<file path="config.mk">
export PLATFORM = sky130hd
export DESIGN_NAME = ball_control_flat
export DESIGN_NICKNAME = d
export VERILOG_FILES = /design/src/rtl/ball_control_pkg.sv /design/src/rtl/ball_control_if.sv /design/src/rtl/ball_control_lfsr.sv /design/src/rtl/ball_control.sv /design/src/flat_wrapper.sv
export SDC_FILE = /design/constraint.sdc
export NUM_CORES = 1
export LEC_CHECK = 0
export CORE_MARGIN = 2
export CORE_UTILIZATION = 40
export CTS_CLUSTER_DIAMETER = 200
export CTS_CLUSTER_SIZE = 25
export DETAILED_ROUTE_END_ITERATION = 6
export HOLD_SLACK_MARGIN = 0.12
export SYNTH_ARGS = -nofsm -noshare
export SYNTH_HDL_FRONTEND = slang
export SYNTH_HIERARCHICAL = 1
export SYNTH_SLANG_ARGS = --single-unit
</file>
<file path="constraint.sdc">
create_clock -name clk -period 9.75 [get_ports clk]
set_input_delay 0.975 -clock clk [delete_from_list [all_inputs] [get_ports clk]]
set_output_delay 0.975 -clock clk [all_outputs]
set_load 0.01 [all_outputs]
</file>
<file path="src/rtl/ball_control_pkg.sv">
// Shared game types, screen constants and the ball
// flight interpolation helper.
package ball_control_pkg;

  typedef enum logic [1:0] {
    MENU        = 2'd0,
    SOLO_KEEPER = 2'd1,
    MULTI       = 2'd2,
    GAME_OVER   = 2'd3
  } g_state;

  localparam int HOR_PIXELS = 1024;
  localparam int VER_PIXELS = 768;
  localparam int CNT_W =
    $clog2(HOR_PIXELS > VER_PIXELS ?
           HOR_PIXELS : VER_PIXELS) + 1;

  typedef enum logic [1:0] {
    IDLE,
    AIM,
    FLIGHT,
    DONE
  } ball_state_t;

  // st + ((tg - st) * step) >>> sh, signed 13-bit
  // difference and 19-bit product.
  function automatic logic [11:0] lerp(
    input logic [11:0] st,
    input logic [11:0] tg,
    input logic [5:0]  step,
    input int          sh
  );
    logic signed [12:0] d;
    logic signed [18:0] p;
    d = $signed({1'b0, tg}) - $signed({1'b0, st});
    p = $signed({{6{d[12]}}, d}) *
        $signed({13'b0, step});
    return 12'($signed({7'b0, st}) + (p >>> sh));
  endfunction

endpackage

</file>
<file path="src/rtl/ball_control_if.sv">
// VGA timing/pixel stream bundle; master drives,
// slave consumes.
interface ball_control_if;
  import ball_control_pkg::*;

  logic [CNT_W-1:0] hcount;
  logic             hsync;
  logic             hblnk;
  logic [CNT_W-1:0] vcount;
  logic             vsync;
  logic             vblnk;
  logic [11:0]      rgb;

  modport master (
    output hcount, hsync, hblnk,
    output vcount, vsync, vblnk, rgb
  );

  modport slave (
    input hcount, hsync, hblnk,
    input vcount, vsync, vblnk, rgb
  );
endinterface

</file>
<file path="src/rtl/ball_control_lfsr.sv">
// 16-bit Galois LFSR (taps 16,14,13,11), free running;
// a non-zero seed keeps it out of the lock-up state.
module ball_control_lfsr #(
  parameter logic [15:0] SEED = 16'hACE1
) (
  input  logic        clk,
  input  logic        rst,
  output logic [15:0] lfsr
);
  localparam logic [15:0] TAPS = 16'hB400;

  // shift right, fold the dropped bit into the taps
  always_ff @(posedge clk) begin
    if (rst)
      lfsr <= SEED;
    else
      lfsr <= {1'b0, lfsr[15:1]} ^
              (lfsr[0] ? TAPS : 16'h0000);
  end
endmodule

</file>
<file path="src/rtl/ball_control.sv">
// Solo shooter: picks a random goal target per round
// and flies the ball there, overlaid on the VGA stream.
module ball_control
  import ball_control_pkg::*;
#(
  parameter int          BALL_SIZE   = 16,
  parameter logic [11:0] BALL_COLOR  = 12'hFFF,
  parameter int          START_X     = 504,
  parameter int          START_Y     = 640,
  parameter int          GOAL_X0     = 256,
  parameter int          GOAL_Y0     = 160,
  parameter int          AIM_FRAMES  = 30,
  parameter int          FLIGHT_LOG2 = 5,
  parameter logic [15:0] LFSR_SEED   = 16'hACE1
) (
  input  logic           clk,
  input  logic           rst,
  input  g_state         game_state,
  input  logic           round_start,
  ball_control_if.slave  in,
  ball_control_if.master out,
  output logic [11:0]    shot_xpos,
  output logic [11:0]    shot_ypos,
  output logic           shot_valid,
  output logic           ball_arrived
);
  localparam logic [11:0] SX  = 12'(START_X);
  localparam logic [11:0] SY  = 12'(START_Y);
  localparam logic [11:0] GX0 = 12'(GOAL_X0);
  localparam logic [11:0] GY0 = 12'(GOAL_Y0);
  localparam logic [11:0] BSZ = 12'(BALL_SIZE);
  localparam int SW = FLIGHT_LOG2 + 1;
  localparam logic [SW-1:0] STEP_MAX =
    SW'(1 << FLIGHT_LOG2);
  localparam logic [7:0] AIM_LAST =
    8'(AIM_FRAMES - 1);

  ball_state_t   state;
  logic [15:0]   lfsr;
  logic [7:0]    frame_cnt;
  logic [SW-1:0] step;
  logic [SW-1:0] step_nx;
  logic [11:0]   bx;
  logic [11:0]   by;
  logic [11:0]   hx;
  logic [11:0]   vy;
  logic          tick;
  logic          solo;
  logic          hit;

  ball_control_lfsr #(
    .SEED (LFSR_SEED)
  ) u_lfsr (
    .clk  (clk),
    .rst  (rst),
    .lfsr (lfsr)
  );

  assign tick    = in.vcount == '0 &&
                   in.hcount == '0;
  assign solo    = game_state == SOLO_KEEPER;
  assign step_nx = step + SW'(1);
  assign hx      = 12'(in.hcount);
  assign vy      = 12'(in.vcount);

  assign hit = state != IDLE &&
               !in.hblnk && !in.vblnk &&
               hx >= bx && hx < bx + BSZ &&
               vy >= by && vy < by + BSZ;

  // round FSM: aim countdown, per-frame flight steps
  always_ff @(posedge clk) begin
    if (rst) begin
      state        <= IDLE;
      frame_cnt    <= '0;
      step         <= '0;
      bx           <= '0;
      by           <= '0;
      shot_xpos    <= '0;
      shot_ypos    <= '0;
      shot_valid   <= 1'b0;
      ball_arrived <= 1'b0;
    end else begin
      ball_arrived <= 1'b0;
      if (!solo) begin
        state      <= IDLE;
        shot_valid <= 1'b0;
      end else begin
        unique case (state)
          IDLE, DONE: begin
            if (round_start) begin
              state      <= AIM;
              shot_xpos  <= GX0 + {3'b0, lfsr[8:0]};
              shot_ypos  <= GY0 + {5'b0, lfsr[15:9]};
              shot_valid <= 1'b1;
              frame_cnt  <= '0;
              step       <= '0;
              bx         <= SX;
              by         <= SY;
            end
          end
          AIM: begin
            if (tick) begin
              if (frame_cnt == AIM_LAST) begin
                state <= FLIGHT;
                step  <= '0;
              end else begin
                frame_cnt <= frame_cnt + 8'd1;
              end
            end
          end
          FLIGHT: begin
            if (tick) begin
              step <= step_nx;
              bx   <= lerp(SX, shot_xpos,
                           6'(step_nx), FLIGHT_LOG2);
              by   <= lerp(SY, shot_ypos,
                           6'(step_nx), FLIGHT_LOG2);
              if (step_nx == STEP_MAX) begin
                state        <= DONE;
                ball_arrived <= 1'b1;
              end
            end
          end
          default: state <= IDLE;
        endcase
      end
    end
  end

  // one-cycle pipelined pass-through with ball overlay
  always_ff @(posedge clk) begin
    if (rst) begin
      out.hcount <= '0;
      out.hsync  <= 1'b0;
      out.hblnk  <= 1'b0;
      out.vcount <= '0;
      out.vsync  <= 1'b0;
      out.vblnk  <= 1'b0;
      out.rgb    <= '0;
    end else begin
      out.hcount <= in.hcount;
      out.hsync  <= in.hsync;
      out.hblnk  <= in.hblnk;
      out.vcount <= in.vcount;
      out.vsync  <= in.vsync;
      out.vblnk  <= in.vblnk;
      out.rgb    <= hit ? BALL_COLOR : in.rgb;
    end
  end
endmodule
</file>
<file path="src/flat_wrapper.sv">
// flat-port wrapper written by rule: the top's interface ports become plain ports
module ball_control_flat import ball_control_pkg::*;
#(
  parameter int          BALL_SIZE   = 16,
  parameter logic [11:0] BALL_COLOR  = 12'hFFF,
  parameter int          START_X     = 504,
  parameter int          START_Y     = 640,
  parameter int          GOAL_X0     = 256,
  parameter int          GOAL_Y0     = 160,
  parameter int          AIM_FRAMES  = 30,
  parameter int          FLIGHT_LOG2 = 5,
  parameter logic [15:0] LFSR_SEED   = 16'hACE1
)
  (clk, rst, game_state, round_start, shot_xpos, shot_ypos, shot_valid, ball_arrived, in_hcount, in_hsync, in_hblnk, in_vcount, in_vsync, in_vblnk, in_rgb, out_hcount, out_hsync, out_hblnk, out_vcount, out_vsync, out_vblnk, out_rgb);
  ball_control_if in_i ();
  ball_control_if out_i ();
  input  logic clk;
  input  logic rst;
  input  g_state game_state;
  input  logic round_start;
  output logic [11:0] shot_xpos;
  output logic [11:0] shot_ypos;
  output logic shot_valid;
  output logic ball_arrived;
  input wire logic [$bits(in_i.hcount)-1:0] in_hcount;
  input wire logic [$bits(in_i.hsync)-1:0] in_hsync;
  input wire logic [$bits(in_i.hblnk)-1:0] in_hblnk;
  input wire logic [$bits(in_i.vcount)-1:0] in_vcount;
  input wire logic [$bits(in_i.vsync)-1:0] in_vsync;
  input wire logic [$bits(in_i.vblnk)-1:0] in_vblnk;
  input wire logic [$bits(in_i.rgb)-1:0] in_rgb;
  output wire logic [$bits(out_i.hcount)-1:0] out_hcount;
  output wire logic [$bits(out_i.hsync)-1:0] out_hsync;
  output wire logic [$bits(out_i.hblnk)-1:0] out_hblnk;
  output wire logic [$bits(out_i.vcount)-1:0] out_vcount;
  output wire logic [$bits(out_i.vsync)-1:0] out_vsync;
  output wire logic [$bits(out_i.vblnk)-1:0] out_vblnk;
  output wire logic [$bits(out_i.rgb)-1:0] out_rgb;
  assign in_i.hcount = in_hcount;
  assign in_i.hsync = in_hsync;
  assign in_i.hblnk = in_hblnk;
  assign in_i.vcount = in_vcount;
  assign in_i.vsync = in_vsync;
  assign in_i.vblnk = in_vblnk;
  assign in_i.rgb = in_rgb;
  assign out_hcount = out_i.hcount;
  assign out_hsync = out_i.hsync;
  assign out_hblnk = out_i.hblnk;
  assign out_vcount = out_i.vcount;
  assign out_vsync = out_i.vsync;
  assign out_vblnk = out_i.vblnk;
  assign out_rgb = out_i.rgb;
  ball_control #(.BALL_SIZE(BALL_SIZE), .BALL_COLOR(BALL_COLOR), .START_X(START_X), .START_Y(START_Y), .GOAL_X0(GOAL_X0), .GOAL_Y0(GOAL_Y0), .AIM_FRAMES(AIM_FRAMES), .FLIGHT_LOG2(FLIGHT_LOG2), .LFSR_SEED(LFSR_SEED)) u_core (.clk(clk), .rst(rst), .game_state(game_state), .round_start(round_start), .in(in_i), .out(out_i), .shot_xpos(shot_xpos), .shot_ypos(shot_ypos), .shot_valid(shot_valid), .ball_arrived(ball_arrived));
endmodule
</file>
# After elaboration in Yosys (flattened, before gate mapping)
# Cells that the tools add are included.
[word_totals]
reg_bits = 120
out_inout_bits = 64
in_bits = 43
wordCells = 97
[classes]
multipliers = 2
add_sub_neg = 10
magnitude_cmp = 4
n_reduce_logical = 24
n_eq_ne = 12
n_mux = 24
bitwise = 4
[ops]
columns = ["cell", "n"]
rows = [
  ["$mux 12", 5],
  ["$pmux 12 s2", 2],
  ["$mul 13x7->17", 2],
  ["$add 12x5->12 const B", 2],
  ["$ge 11x12->1", 2],
  ["$lt 11x12->1", 2],
  ["$mux 6", 4],
  ["$mux 8", 3],
  ["$logic_not 11->1", 2],
  ["$pmux 6 s3", 1],
  ["$mux 16", 1],
  ["$pmux 8 s2", 1],
  ["$xor 15x16->16", 1],
  ["$reduce_and 5->1", 3],
  ["$sub 12x10->13 const B", 1],
  ["$sub 12x9->13 const B", 1],
  ["$add 10x12->12 const A", 1],
  ["$add 11x12->12 const A", 1],
  ["$add 9x9->10 const A", 1],
  ["$mux 2", 5],
  ["$add 8x7->9 const A", 1],
  ["$add 8x1->8 const B", 1],
  ["$eq 8x5->1 const B", 1],
  ["$ne 2x1->1 const B", 4],
  ["17 further kinds", 32],
]

# Longest topological paths before layout
# Gate-level depths: netlist (run 1).
[depth]
ltp_word = 8
mapped_depth = 30

# By module
# Netlist (run 1), hierarchy kept.
[modules_own_cells]
columns = ["mod", "seq_area_each_um2", "cells_each", "area_per_inst_um2", "instances"]
rows = [
  ["ball_control", 1981.9, 1167, 9907.0, 1],
  ["ball_control_lfsr", 320.3, 36, 462.9, 1],
]

# Worst setup path before layout (run 1)
# OpenSTA, ideal clock, no wires.
[synth_path]
path_type = "reg2reg"
start = "reg u_core.step[0]"
end = "reg u_core.by[11]"
required_ps = 9683
synth_period_minus_slack_ps = 6982
setup_ps = 67
arrival_time_ps = 6915
setup_slack_ps = 2768
stages_incl_launch_ff = 30
path_cell_list = "dfxtp_1 > buf_2 > nand3_1 > xnor2_1 > clkbuf_1 > and2_1 > fa_1 > inv_1 > fa_1 > inv_1 > fa_1 > inv_1 > fa_1 > inv_1 > ha_1 > a2111oi_4 > o31a_1 > nor3_2 > or2_1 > and2_1 > o21a_1 > nor2_1 > xnor2_1 > ha_1 > or4b_2 > a22o_2 > o311ai_2 > nor2_1 > mux2_4 > a21oi_2"
[synth_between]
elab_chain_cells = 5
[synth_rtl]
columns = ["element", "line", "rtl"]
rows = [
  ["start: declaration", "ball_control.sv:41", "logic [SW-1:0] step;"],
  ["start signal: assignment", "ball_control.sv:114", "step <= step_nx;"],
  ["$add 6x1->6", "ball_control.sv:62", "assign step_nx = step + SW'(1);"],
  ["$mul 13x7->17", "ball_control_pkg.sv:36", "p = $signed({{6{d[12]}}, d}) *"],
  ["$add 11x12->12", "ball_control_pkg.sv:38", "return 12'($signed({7'b0, st}) + (p >>> sh));"],
  ["$mux 12", "ball_control.sv:113", "if (tick) begin"],
  ["$pmux 12 s2", "ball_control.sv:89", "unique case (state)"],
  ["end signal: assignment", "ball_control.sv:117", "by <= lerp(SY, shot_ypos,"],
  ["end: declaration", "ball_control.sv:44", "logic [11:0] by;"],
]
# No other way between the ends. The select of a mux whose other input is x is not followed.
# A chain may end at the register's enable or synchronous reset.

# Worst setup path in the final report (run 1)
# Same ends and word-level chain as after synthesis.

==> results.py, run 1 <==
metrics = {
    "pwr": {
        "ir_drop_uv": 93.4,
        "p_per_area_nw_per_um2": 106,
        "cellLeakagePower_nw": 5.34,
    },
    "timing": {
        "finalSetupViolations": 0,
        "finalMaxSlewViolations": 0,
        "fin_crit_ns": 7.29,
        "worst_pin_slew_ns": 1.26,
        "max_slew_margin_pct": 15.6,
        "fin_crit_sh_pct": 74.8,
        "skew_ns": 0.0114,
        "setup_tns_ns": 0,
        "rsz0062_at_grt": "no",
        "hold_viol": 0,
        "fmax_ghz": 0.137,
    },
    "route": {
        "viasPerCell": 4.99,
        "drtIter0Drc": 488,
        "dr.pass1.iters": 4,
        "drc": 0,
        "routed_wl_um": 24300,
        "vias": 8141,
        "wl_per_cell_um": 14.9,
        "postRouteAntennaNets": 0,
    },
    "worst_setup_path": {
        "worstPathArrival_ns": 7.64,
        "required_ns": 10.10,
        "end_kind": "flop",
        "worstPathMaxFanout": 24,
        "critPathLaunchType": "flop",
        "crit_type": "flop to flop",
    },
    "die": {
        "die_h_um": 165,
        "io_pins": 107,
        "coreArea_um2": 25300,
        "dieWidth_um": 165,
        "die-area_um2": 27200,
        "rows": 58,
        "start_util_pct": 40.9,
    },
    "yosys": {
        "synth.top_cell.area_share_pct": 22.2,
        "synth.distinct_cells": 80,
        "ys_seq_area_share_pct": 22.2,
        "ys_ff_latch": 115,
        "syn_inst": 1203,
        "synth_commonest_cells": "181 x inv_1, 115 x dfxtp_1, 115 x ha_1, 115 x nor2_1, 90 x fa_1",
        "avgSynthCellArea_um2": 8.62,
        "yosysWarnings": 6,
        "async_flop_share_pct": 0,
        "synth_largest_area_cell": "dfxtp_1",
        "synthesis.area_um2": 10400,
        "synth_edf_count": 0,
        "post-synth-top-count-cell": "inv_1",
        "ys_top_cells_by_area": "dfxtp_1 22%, fa_1 17%, ha_1 14%, inv_1 6.6%, nor2_1 4.2%",
        "ys.flop_type": "dfxtp_1",
    },
    "grt": {
        "use_met3_pct": 3.59,
        "antenna_found_initial": 0,
        "met1_usage_pct": 26.1,
        "grt_pass1_wl_um": 40600,
        "grt_start_max_net_pins": 77,
        "met2_usage_pct": 29.7,
        "grt-busiest-layer": "met2",
        "grt_overflow_total": 0,
        "track_usage_pct": 18.7,
        "grt_pass1_vias": 8131,
    },
    "placement": {
        "numPortBuffers": 101,
        "gp_congestion": 0.840,
        "hpwl_um": 18900,
        "place_inst": 1597,
        "placed_cell_area_um2": 11700,
    },
    "status": {
        "status": "completed",
    },
    "cts": {
        "htree_num_levels": 4,
        "clock_sinks": 115,
        "cts_setup_buffers": 0,
        "cts_tree": "done",
        "path_clk_slew_ns": 0.06,
        "clock_latency_ns": 0.42,
        "clock_path_buffers": 2,
        "cts_buffers": 17,
        "post_cts_resized": 0,
        "cts_hold_buffers": 0,
        "cts_root_buf": "clkbuf_16",
    },
    "finish": {
        "fill_cells": 2439,
        "layout-area-overhead-vs-synth_pct": 18.4,
        "final_cell_area_um2": 12300,
        "drive_gt1_share_pct": 5.31,
        "fin_cells": 1630,
        "final_nets": 1534,
    },
    "hold_path": {
        "hold_class": "flop to flop",
    },
    "job": {
        "cap_violations": 0,
    },
}
## registers in the layout, indices dropped and copies added (netlist names)
signal and count:
u_core/out.vcount 11, u_core/step 6, u_core/out.vsync 1, u_core/out.hsync 1
u_core/shot_ypos 9, u_core/out.rgb 12, u_core/u_lfsr/lfsr 16, u_core/out.vblnk 1
u_core/shot_xpos 10, u_core/out.hblnk 1, u_core/shot_valid 1, u_core/state 2
u_core/out.hcount 11, u_core/frame_cnt 8, u_core/ball_arrived 1, u_core/by 12
u_core/bx 12
## area by class of cell
type / instances / area [um2] / area share (%)
diodes: 1 / 2.50 / 0.0204
clock buffers: 19 / 433 / 3.53
clock inverters: 13 / 174 / 1.42
inverters: 183 / 687 / 5.60
multi-input cells: 862 / 7210 / 58.7
flip-flops and latches: 115 / 2300 / 18.8
well taps: 330 / 413 / 3.36
repair buffers: 107 / 1050 / 8.58
## path summary, 6_finish.rpt
path                              start                     to  slack, ns  cells past startpoint
setup / recovery         u_core/step[0]          u_core/by[11]       2.46                     26
hold / removal    u_core/u_lfsr/lfsr[6]  u_core/u_lfsr/lfsr[5]       0.43                      1
setup reg to reg         u_core/step[0]          u_core/by[11]       2.46                     26
hold reg to reg   u_core/u_lfsr/lfsr[6]  u_core/u_lfsr/lfsr[5]       0.43                      1
## layout by cell type, fill, tap and decap left out, types with 8 or more instances in the layout
cell	netlist	routed
clkdlybuf4s50_1	0	100
or2_1	8	8
ha_1	115	115
dfxtp_1	115	115
nand2b_1	15	15
xor2_1	16	15
nor2b_1	60	60
o22ai_1	14	14
inv_1	181	181
nand3_1	35	35
fa_1	90	90
clkbuf_16	0	17
xnor2_1	49	48
nor4_1	10	10
a22oi_1	8	8
and2_1	31	31
nor3_1	22	22
nand2_1	75	75
a21oi_1	52	52
nor2_1	115	115
o21a_1	14	14
o21ai_0	13	13
## metrics by stage
stage	setup slack (ns)	power [W]	utilization (%)	hold WS, ns
after floorplan	2.77	0.000587	-	0.408
after global placement	2.64	0.000650	46.1	0.417
after detailed placement	2.51	0.000651	46.1	0.417
after CTS	2.50	0.00131	48.4	0.431
after global routing	2.05	0.00135	48.4	0.445
final	2.46	0.00130	48.5	0.435
## logic make-up (layout without fill, tap and decap cells)
group / after synthesis / after routing / synth area share (%)
and+or+nand+nor: 413 / 413 / 20.1
AOI/OAI and AO/OA: 168 / 168 / 11.5
adders and majority gates: 205 / 205 / 31.3
buffers and inverters: 230 / 322 / 8.61
DFF: 115 / 115 / 22.2
xor gates and xnor gates: 65 / 65 / 5.49
muxes: 6 / 6 / 0.748
other: 1 / 6 / 0.0362
## worst max-delay path: stages, from the launching register on
cell and delay, ns:
dfxtp_1 0.32, buf_4 0.24, ha_1 0.66, inv_1 0.39
nor2_1 0.22, fa_1 0.46, fa_1 0.48, fa_1 0.54
inv_1 0.05, fa_1 0.53, inv_1 0.04, ha_1 0.35
a21oi_1 0.15, nand2_1 0.09, a21o_1 0.21, or2_1 0.24
and2_1 0.19, o21a_1 0.18, nor2_1 0.11, xnor2_1 0.08
ha_1 0.26, or4b_2 0.63, a22o_2 0.23, o311ai_2 0.06
nor2_1 0.10, mux2_4 0.31, a21oi_2 0.10
## power breakdown
part	switching, W	total [W]	internal (W)
combinational	0.0000696	0.000140	0.0000703
clock	0.000248	0.000654	0.000407
sequential	0.0000126	0.000501	0.000488
total	0.000330	0.00130	0.000965
## layer usage
layer | wire length, um | vias up
met2 | 10600 | 183
met5 | 0 | -
met4 | 407 | 0
met3 | 1150 | 25
met1 | 12100 | 3853
li1 | - | 4080
(Power assumes the default switching activity.)
==> run 2, diff against run 1 <==
- clock period: 9.75 -> 6.5 ns (I/O delays scaled with it)
==> run 2 against run 1 <==
  * Final cell count grew 1.3%
  * Via count fell by 0.14%
  * Critical endpoint unchanged
  * Critical path depth rose by 1
  * Setup slack lost 2.3 ns
  * Non-clock buffer count grew 23
  * Design area rose by 2.9%
  * Register-to-register slack got worse by 2.3 ns
  * Highest routed layer unchanged
  * Core utilization is 1.4 points higher
  * Flip-flop and latch count unchanged
  * Clock-buffer cell count up 1
==> results.py, run 2 (synthesis gave the netlist of run 1 again) <==
metrics = {
    "timing": {
        "fin_ws_ns": 0.187,
        "max_slew_margin_pct": 32.9,
        "skew_ns": 0.0101,
        "fin_crit_ns": 6.31,
        "whs_ns": 0.438,
        "hold_viol": 0,
        "fmax_ghz": 0.158,
        "finalSetupViolations": 0,
        "fin_crit_sh_pct": 97.1,
        "finalMaxSlewViolations": 0,
        "worst_pin_slew_ns": 1.00,
        "rsz0062_at_grt": "yes",
    },
    "pwr": {
        "p_per_area_nw_per_um2": 154,
        "ir_drop_uv": 137,
        "cellLeakagePower_nw": 5.47,
    },
    "finish": {
        "final_common_cell": "inv_1",
        "fill_cells": 2392,
        "layout_common_cells": "180 x inv_1, 112 x nor2_1, 111 x dfxtp_1",
        "regArea_um2": 2310,
        "post-route-util_pct": 49.9,
        "multi_input_area_um2": 7360,
        "layout-area-overhead-vs-synth_pct": 21.8,
        "final_nets": 1557,
        "drive_gt1_share_pct": 8.62,
        "largest_reg_flops": 16,
        "top_register": "u_core/u_lfsr/lfsr",
        "antenna_cells": 0,
        "fin_cells": 1652,
    },
    "grt": {
        "antenna_found_initial": 0,
        "grt_pass1_wl_um": 40400,
        "grt_pass1_vias": 8044,
        "grt_start_max_net_pins": 89,
        "grt_overflow_total": 0,
        "track_usage_pct": 18.7,
    },
    "route": {
        "postRouteAntennaNets": 0,
        "vias": 8130,
        "dr.pass1.iters": 4,
        "routed_wl_um": 24300,
        "viasPerCell": 4.92,
        "wl_per_cell_um": 14.7,
        "drtIter0Drc": 490,
        "drc": 0,
    },
    "cts": {
        "clock_sinks": 115,
        "htree_num_levels": 4,
        "cts_root_buf": "clkbuf_16",
        "path_clk_slew_ns": 0.06,
        "cts_buffers": 17,
        "clock_latency_ns": 0.41,
        "clock_path_buffers": 2,
        "cts_hold_buffers": 0,
        "cts_tree": "done",
    },
    "hold_path": {
        "hold_class": "flop to flop",
    },
    "worst_setup_path": {
        "critical-path-slowest-cell": "or4b_2",
        "worstPathArrival_ns": 6.64,
        "required_ns": 6.83,
        "worstPathMaxFanout": 5,
        "critPathLaunchType": "flop",
        "end_kind": "flop",
        "cp_common_cell": "fa_1",
        "crit_type": "flop to flop",
        "max_stage_delay_ns": 0.60,
    },
    "die": {
        "rows": 58,
        "die-area_um2": 27200,
        "start_util_pct": 40.9,
        "dieWidth_um": 165,
        "coreArea_um2": 25300,
        "io_pins": 107,
        "die_h_um": 165,
    },
    "job": {
        "cap_violations": 0,
    },
    "placement": {
        "place_inst": 1617,
        "post-place-ws_ns": 0.0618,
        "hpwl_um": 19200,
        "numPortBuffers": 101,
        "gp_congestion": 0.840,
    },
    "status": {
        "status": "completed",
    },
}
==> run 2: cell types whose count changed in the layout (fill, tap and decap cells not counted), sizes merged <==
cell	previous run	this run
clkbuf	19	20
clkinv	3	2
diode	1	0
buf	7	30
==> run 2: through the flow <==
step	instance area [um2]	TNS, ns	total power, W
after floorplan	10400	0	0.000880
after global placement	11800	0	0.000976
after detailed placement	11800	0	0.000978
after CTS	12500	0	0.00196
after global routing	12600	-0.0455	0.00203
final	12600	0	0.00194
==> run 2: critical path: cells and delay by family, from the launching register on <==
family	cells	cell delay (ns)
AOI/OAI and AO/OA	5	0.82
adders and majority gates	6	2.49
DFF	1	0.38
muxes	1	0.31
and+or+nand+nor	9	1.60
xor gates and xnor gates	2	0.24
buffers and inverters	4	0.38
==> run 2: worst paths after layout <==
| path | depth (start not counted) | endpoint | startpoint | slack [ns] |
|---|---|---|---|---|
| worst min register to register | 1 | u_core/u_lfsr/lfsr[7] | u_core/u_lfsr/lfsr[8] | 0.44 |
| worst min-delay path | 1 | u_core/u_lfsr/lfsr[7] | u_core/u_lfsr/lfsr[8] | 0.44 |
| worst max register to register | 27 | u_core/by[11] | u_core/step[0] | 0.19 |
| worst max-delay path | 27 | u_core/by[11] | u_core/step[0] | 0.19 |
==> run 2: layout make-up <==
type                    instances  area share (%)
clock buffers                  20            3.62
clock inverters                12            1.33
inverters                     183            5.44
multi-input cells             862            58.3
flip-flops and latches        115            18.3
well taps                     330            3.27
repair buffers                130            9.80
==> run 2: metal layers <==
layer  GRT usage (%)  routed length (um)  vias to the layer above
met1            25.6               11900                     3820
li1                -                   -                     4125
met2            30.5               10900                      168
met3            3.37                1160                       17
met5               0                   0                        -
met4            4.35                 261                        0
==> run 2: power by group <==
part / internal, W / switching [W] / total (W)
registers: 0.000732 / 0.0000175 / 0.000750
logic: 0.000108 / 0.000106 / 0.000214
clock network: 0.000631 / 0.000347 / 0.000978
total: 0.00147 / 0.000471 / 0.00194
==> run 2: timing repair <==
item / in CTS / in global routing
gates resized for setup: 0 / 22
setup endpoints to repair: 0 / 2
setup buffers: 0 / 3
==> run 3, diff against run 2 <==
- CTS_BUF_LIST: default -> sky130_fd_sc_hd__clkbuf_4
- RECOVER_POWER: default -> 25
- clock period: 6.5 -> 7.51 ns (I/O delays scaled with it)
==> run 3 against run 2 <==
  * The run now ends with capacitance limit, slew limit left
  * Clock skew is 0.025 ns higher
  * Global-route usage fell by 0.097 points
  * Non-clock buffer count is 18 lower
  * Clock power fell by 51%
  * Sequential power down 13%
  * Fmax is 11% lower
  * Combinational power shrank 15%
  * Clock-buffer cell count is 2 lower
  * Critical endpoint unchanged
==> results.py, run 3 (synthesis gave the netlist of run 1 again) <==
metrics = {
    "status": {
        "status": "complete, but fails checks",
        "violations": "capacitance limit, slew limit",
    },
    "worst_setup_path": {
        "crit_type": "flop to flop",
        "cp_common_cell": "fa_1",
        "critPathLaunchType": "flop",
        "max_stage_delay_ns": 0.62,
        "worstPathArrival_ns": 7.55,
        "critical-path-slowest-cell": "or4b_2",
        "required_ns": 7.99,
        "end_kind": "flop",
        "worstPathMaxFanout": 14,
    },
    "grt": {
        "grt_overflow_total": 0,
        "grt_pass1_vias": 8167,
        "antenna_found_initial": 1,
        "grt_pass1_wl_um": 40400,
        "grt_start_max_net_pins": 71,
        "track_usage_pct": 18.6,
    },
    "finish": {
        "fill_cells": 2472,
        "top_register": "u_core/u_lfsr/lfsr",
        "layout_common_cells": "180 x inv_1, 115 x nor2_1, 115 x ha_1, 115 x dfxtp_1, 100 x clkdlybuf4s50_1",
        "drive_gt1_share_pct": 5.75,
        "layout-area-overhead-vs-synth_pct": 15.6,
        "largest_reg_flops": 16,
        "final_common_cell": "inv_1",
        "final_nets": 1539,
    },
    "route": {
        "drtIter0Drc": 440,
        "drc": 0,
        "vias": 8080,
        "wl_per_cell_um": 14.6,
        "viasPerCell": 4.94,
        "routed_wl_um": 23900,
        "dr.pass1.iters": 4,
        "postRouteAntennaNets": 0,
    },
    "die": {
        "die_h_um": 165,
        "dieWidth_um": 165,
        "die-area_um2": 27200,
        "rows": 58,
        "coreArea_um2": 25300,
        "io_pins": 107,
        "start_util_pct": 40.9,
    },
    "timing": {
        "finalMaxSlewViolations": 43,
        "setup_tns_ns": 0,
        "whs_ns": 0.443,
        "max_slew_margin_pct": -18.1,
        "finalSetupViolations": 0,
        "fin_crit_sh_pct": 94.2,
        "skew_ns": 0.0347,
        "fmax_ghz": 0.141,
        "fin_crit_ns": 7.08,
        "hold_viol": 0,
        "rsz0062_at_grt": "no",
        "worst_pin_slew_ns": 1.77,
    },
    "hold_path": {
        "hold_class": "flop to flop",
    },
    "cts": {
        "clock_latency_ns": 0.56,
        "htree_num_levels": 4,
        "clock_path_buffers": 2,
        "cts_hold_buffers": 0,
        "clock_sinks": 115,
        "path_clk_slew_ns": 0.14,
        "cts_buffers": 17,
        "post_cts_resized": 0,
        "cts_setup_buffers": 0,
        "cts_tree": "done",
        "cts_root_buf": "clkbuf_4",
    },
    "job": {
        "cap_violations": 1,
    },
    "pwr": {
        "cellLeakagePower_nw": 5.22,
        "ir_drop_uv": 116,
        "p_per_area_nw_per_um2": 110,
        "p_total_w": 0.00131,
    },
    "placement": {
        "gp_congestion": 0.830,
        "numPortBuffers": 101,
        "hpwl_um": 18800,
    },
}
-- run 3: stage by stage --
| stage | utilization (%) | cells | area (um2) | setup slack (ns) |
|---|---|---|---|---|
| final | 47.3 | 1636 | 12000 | 0.434 |
| after CTS | 47.3 | 1634 | 12000 | 0.344 |
| after global routing | 47.3 | 1635 | 12000 | 0.00922 |
| after floorplan | - | 1207 | 10400 | 0.528 |
| after detailed placement | 46.2 | 1602 | 11700 | 0.405 |
| after global placement | 46.2 | 1602 | 11700 | 0.516 |
-- run 3: critical path: cells and delay by family, from the launching register on --
kind / cells / cell delay, ns
buffers and inverters: 3 / 0.33
xor gates and xnor gates: 2 / 0.46
AOI/OAI and AO/OA: 6 / 0.93
and+or+nand+nor: 7 / 1.53
muxes: 1 / 0.31
adders and majority gates: 7 / 2.85
DFF: 1 / 0.55
-- run 3: layout make-up --
type / count / area (um2) / share of cell area, %
clock inverter: 14 / 150 / 1.25
timing repair buffer: 112 / 1090 / 9.07
clock buffer: 18 / 135 / 1.13
antenna: 2 / 5.00 / 0.0417
sequential: 115 / 2300 / 19.2
multi-input combinational: 862 / 7210 / 60.1
tap: 330 / 413 / 3.44
inverter: 183 / 687 / 5.73
-- run 3: final timing paths --
check	from	endpoint	slack (ns)	depth (start not counted)
worst max-delay path	u_core/step[0]	u_core/by[11]	0.43	26
worst min-delay path	u_core/u_lfsr/lfsr[8]	u_core/u_lfsr/lfsr[7]	0.44	1
worst max register to register	u_core/step[0]	u_core/by[11]	0.43	26
worst min register to register	u_core/u_lfsr/lfsr[8]	u_core/u_lfsr/lfsr[7]	0.44	1
-- run 3: where the power goes --
part / internal, W / switching [W]
logic: 0.0000918 / 0.0000907
clock network: 0.000205 / 0.000276
registers: 0.000633 / 0.0000159
total: 0.000930 / 0.000383
-- run 3: metal layers --
layer  global-route usage (%)  vias to the layer above  routed length, um
li1                         -                     4104                  -
met1                     25.4                     3743              11800
met2                     30.2                      209              10500
met3                     3.54                       24               1240
met4                     4.62                        0                344
met5                        0                        -                  0
